`src/rtl/shift_reg_4_pkg.sv`:
```
// Shared constants for the bidirectional serial-in, parallel-out shift register.
// Latency: none (constants only).
// Backpressure: none (constants only).
package shift_reg_4_pkg;

    // Encoding of the direction-select input: 1 moves bits toward the MSB.
    localparam logic DIR_LEFT = 1'b1;

endpackage

```
`src/rtl/shift_reg_4.sv`:
```
// Bidirectional serial-in, parallel-out shift register; `in` fills the vacated end.
// Latency: `in`/`left` sampled at a rising edge appear on `q` right after that edge.
// Backpressure: none; every non-reset rising edge shifts, no hold or enable.
module shift_reg_4
    import shift_reg_4_pkg::*;
#(
    parameter int WIDTH = 4
) (
    input  logic             clk,
    input  logic             rst,
    input  logic             left,
    input  logic             in,
    output logic [WIDTH-1:0] q
);

    logic [WIDTH-1:0] q_next;

    // Direction mux: the bit falling off one end is dropped, `in` enters the other.
    always_comb begin
        q_next = q;
        if (left == DIR_LEFT) begin
            q_next = {q[WIDTH-2:0], in};
        end else begin
            q_next = {in, q[WIDTH-1:1]};
        end
    end

    // State register: asynchronous clear, otherwise shift on every rising edge.
    always_ff @(posedge clk or posedge rst) begin
        if (rst) begin
            q <= '0;
        end else begin
            q <= q_next;
        end
    end

endmodule

```
`config.mk`:
```
export PLATFORM = sky130hd
export DESIGN_NAME = shift_reg_4
export DESIGN_NICKNAME = d
export VERILOG_FILES = /design/src/rtl/shift_reg_4_pkg.sv /design/src/rtl/shift_reg_4.sv
export SDC_FILE = /design/constraint.sdc
export NUM_CORES = 1
export LEC_CHECK = 0
export CAP_MARGIN = 25
export CELL_PAD_IN_SITES_DETAIL_PLACEMENT = 0
export CELL_PAD_IN_SITES_GLOBAL_PLACEMENT = 2
export CORE_AREA = 4 4 41 43
export CTS_CLUSTER_DIAMETER = 200
export DETAILED_ROUTE_END_ITERATION = 6
export DIE_AREA = 0 0 45 47
export GPL_ROUTABILITY_DRIVEN = 0
export PLACE_DENSITY = 0.38
export SYNTH_ARGS = -nofsm -noshare
export SYNTH_HDL_FRONTEND = slang
export SYNTH_SLANG_ARGS = --single-unit
```
`constraint.sdc`:
```
create_clock -name clk -period 1.2 [get_ports clk]
set_clock_uncertainty 0.15 [all_clocks]
set_input_delay 0.24 -clock clk [delete_from_list [all_inputs] [get_ports clk]]
set_output_delay 0.24 -clock clk [all_outputs]
set_load 0.05 [all_outputs]
```
# Word level (Yosys, flattened, before mapping)
# Index checks and enable logic that the tools add are counted.
# Widths: inputs -> output; s select.
[classes]
n_mux = 1
[ops]
columns = ["op", "n"]
rows = [
  ["$mux 4", 1],
]
[word_totals]
regBits = 4
inputBits = 4
wordCells = 2

# Depth between registers and ports, before layout
[logic_depth]
depth_word = 1
ltp_mapped = 1

# Worst setup path after synthesis
# Ideal clock, no wire load.
[synth_timing]
path_kind = "reg2reg"
startpoint = "register q[1]"
endpoint = "register q[2]"
arrival_time_ns = 0.875
setup_slack_ns = 0.050
stages_incl_launch_ff = 2
n_path_buf = 0
cell_sequence = "dfrtp_1 -> mux2_2"
[synth_between]
elab_chain_cells = 1
[synth_rtl]
columns = ["element", "line_no", "rtl"]
rows = [
  ["start, declared", "shift_reg_4.sv:13", "output logic [WIDTH-1:0] q"],
  ["start signal, assigned", "shift_reg_4.sv:33", "q <= q_next;"],
  ["$mux 4", "shift_reg_4.sv:21", "if (left == DIR_LEFT) begin"],
  ["net q_next[2]", "shift_reg_4.sv:16", "logic [WIDTH-1:0] q_next;"],
]
# The timed path passes the listed nets, and every way through them passes these cells.

# Final worst setup path
[layout_timing]
startpoint = "register q[2]"
endpoint = "output port q[2]"
# No word-level cell between the ends.

==> flow_summary.ini <==
[outcome]
run_status = finished clean

[sta]
setup_viol = 0
tightest_slew_ns = 0.177
report.final.hold_viol_count = 0
finalWorstSetupSlack_ns = 0.0198
fin_crit_ns = 1.18
post-route-period-util_pct = 98.4
tns_ns = 0
fmax_ghz = 0.847
drv_slew = 0
rsz0062_at_grt = yes
slew_headroom_pct = 88.2

[grt]
grt_max_degree = 5
gr-total-overflow = 0
antenna_found_initial = 0
grt_pass1_vias = 150
grt_pass1_wl_um = 517
gr-usage-all-layers_pct = 4.12

[synth]
syn_inst = 9
yosysTopAreaCellShare_pct = 67.2
ys.flop_type = dfrtp_1
synth_common_cells = dfrtp_1 (4), mux2_2 (4), inv_1 (1)
synth-seq-area-share_pct = 67.2
synth_area_leader_cell = dfrtp_1
synth_fp_nets = 13
synth-edff-count = 0
ys_ff_latch = 4
avgSynthCellArea_um2 = 16.5
ys_types = 3
synth_area_leaders = dfrtp_1 (67%), mux2_2 (30%), inv_1 (2.5%)
yosysWarnings = 0
syn_area_um2 = 149
async_reset_ff_share_pct = 100

[placement]
preCtsSetupSlack_ns = -0.225
numPlacedInstances = 31
port_buffers = 7

[final_layout]
fill_cells = 143
largest_reg_flops = 4
reg_top3 = q (4)
final_cells = 36
final_util_pct = 24.4
top_register = q
antenna_cells = 0
nets = 27
syn_to_final_growth_pct = 113
drive_gt1_share_pct = 61.9

[setup_path]
path_cells = buf_12
criticalPathCategory = reg2out
cp_slowest_cell = dfrtp_1
cp_data_arrival_time_ns = 0.79
critical_path_depth = 1
cp_slowest_stage_delay_ns = 0.40
start_kind = flip-flop
crit_buf_inv = 1
cp-end-kind = output pin
critPathRequiredTime_ns = 0.81
worstRegToRegCells = 2
path_max_fanout = 2
path_delay_family = flip-flops

[run]
drv_cap = 0

[detailed_routing]
wire_per_inst_um = 9.67
vias = 113
via_per_inst = 3.14
wirelength_um = 348
firstDrtPassIters = 1
first_iter_violations = 0
ant_nets = 0
drc = 0

[floorplan]
placementRows = 13
io_pins = 8
die_width_um = 45
initial_utilization_pct = 11.4
die_area_mm2 = 0.00212
core_area_mm2 = 0.00130
fp.dieH_um = 47

[power]
finalPower_mw = 0.582
combPwrFrac_pct = 41.3
clock_power_share_pct = 27.2
switching_share_pct = 31.4
p_leak_nw = 0.150
ir_drop_mv = 0.514
seq_power_share_pct = 31.6
net-switching-power_mw = 0.183
power_density_mw_per_mm2 = 1830
internal_power_mw = 0.399

[clock_tree]
cts_buffers = 3
cts-root-buf = clkbuf_4
cts_max_level = 1
path_clk_slew_ns = 0.03
cts_buffer_depth = 2
cts_tree = done
cts.sinks = 4
clk_latency_ns = 0.23

[worst_hold_path]
hp-class = in2async
-- placed cells by master (no fill, tap or decap) --
cell / n
mux2_2: 4
buf_12: 4
dfrtp_1: 4
clkbuf_4: 3
clkdlybuf4s50_1: 2
buf_4: 2
inv_1: 1
dlymetal6s2s_1: 1
-- power by group through the flow --
stage                     sequential, mW  combinational, mW  clock [mW]
after floorplan                    0.255             0.0245           0
after global placement             0.190              0.223           0
after detailed placement           0.188              0.222           0
after CTS                          0.184              0.244       0.171
after global routing               0.187              0.248       0.172
final                              0.184              0.240       0.158
-- final timing paths --
check	startpoint	slack (ns)	end
worst max-delay path	q[2]	0.02	q[2]
worst min-delay path	rst	0.04	q[0]
max in group asynchronous	rst	0.71	q[3]
worst min register to register	q[0]	0.43	q[1]
min in group clk	left	0.25	q[3]
worst max register to register	q[2]	0.13	q[3]
-- per-layer routing --
layer	vias to the layer above	routed length (µm)	global-route usage [%]
li1	54	-	-
met1	51	136	3.45
met2	6	174	5.08
met3	2	30	1.53
met4	0	6	8.77
met5	-	0	0
-- repair_timing --
action / in CTS / in global routing
endpoints found under the setup margin: 2 / 6
gates resized for setup: 0 / 1
setup buffers: 2 / 0
hold buffers: 0 / 0
-- layout make-up --
| class | instances | area, µm² | area share, % |
|---|---|---|---|
| repair buffers | 9 | 128 | 40.2 |
| clock buffers | 3 | 22.5 | 7.09 |
| inverters | 1 | 3.75 | 1.18 |
| well taps | 15 | 18.8 | 5.91 |
| multi-input cells | 4 | 45.0 | 14.2 |
| flip-flops and latches | 4 | 100 | 31.5 |
-- cells by family after synthesis --
kind of cell	share of synthesized area, %
multiplexers	30.2
flip-flops	67.2
buffers and inverters	2.52
-- through the flow --
step,cell area [µm²],hold WS (ns)
final,318,0.0410
after global routing,318,0.0583
after CTS,315,0.0358
after detailed placement,278,0.286
after global placement,278,0.285
after floorplan,149,-0.144
No activity file was read; power rests on OpenSTA's default activity.
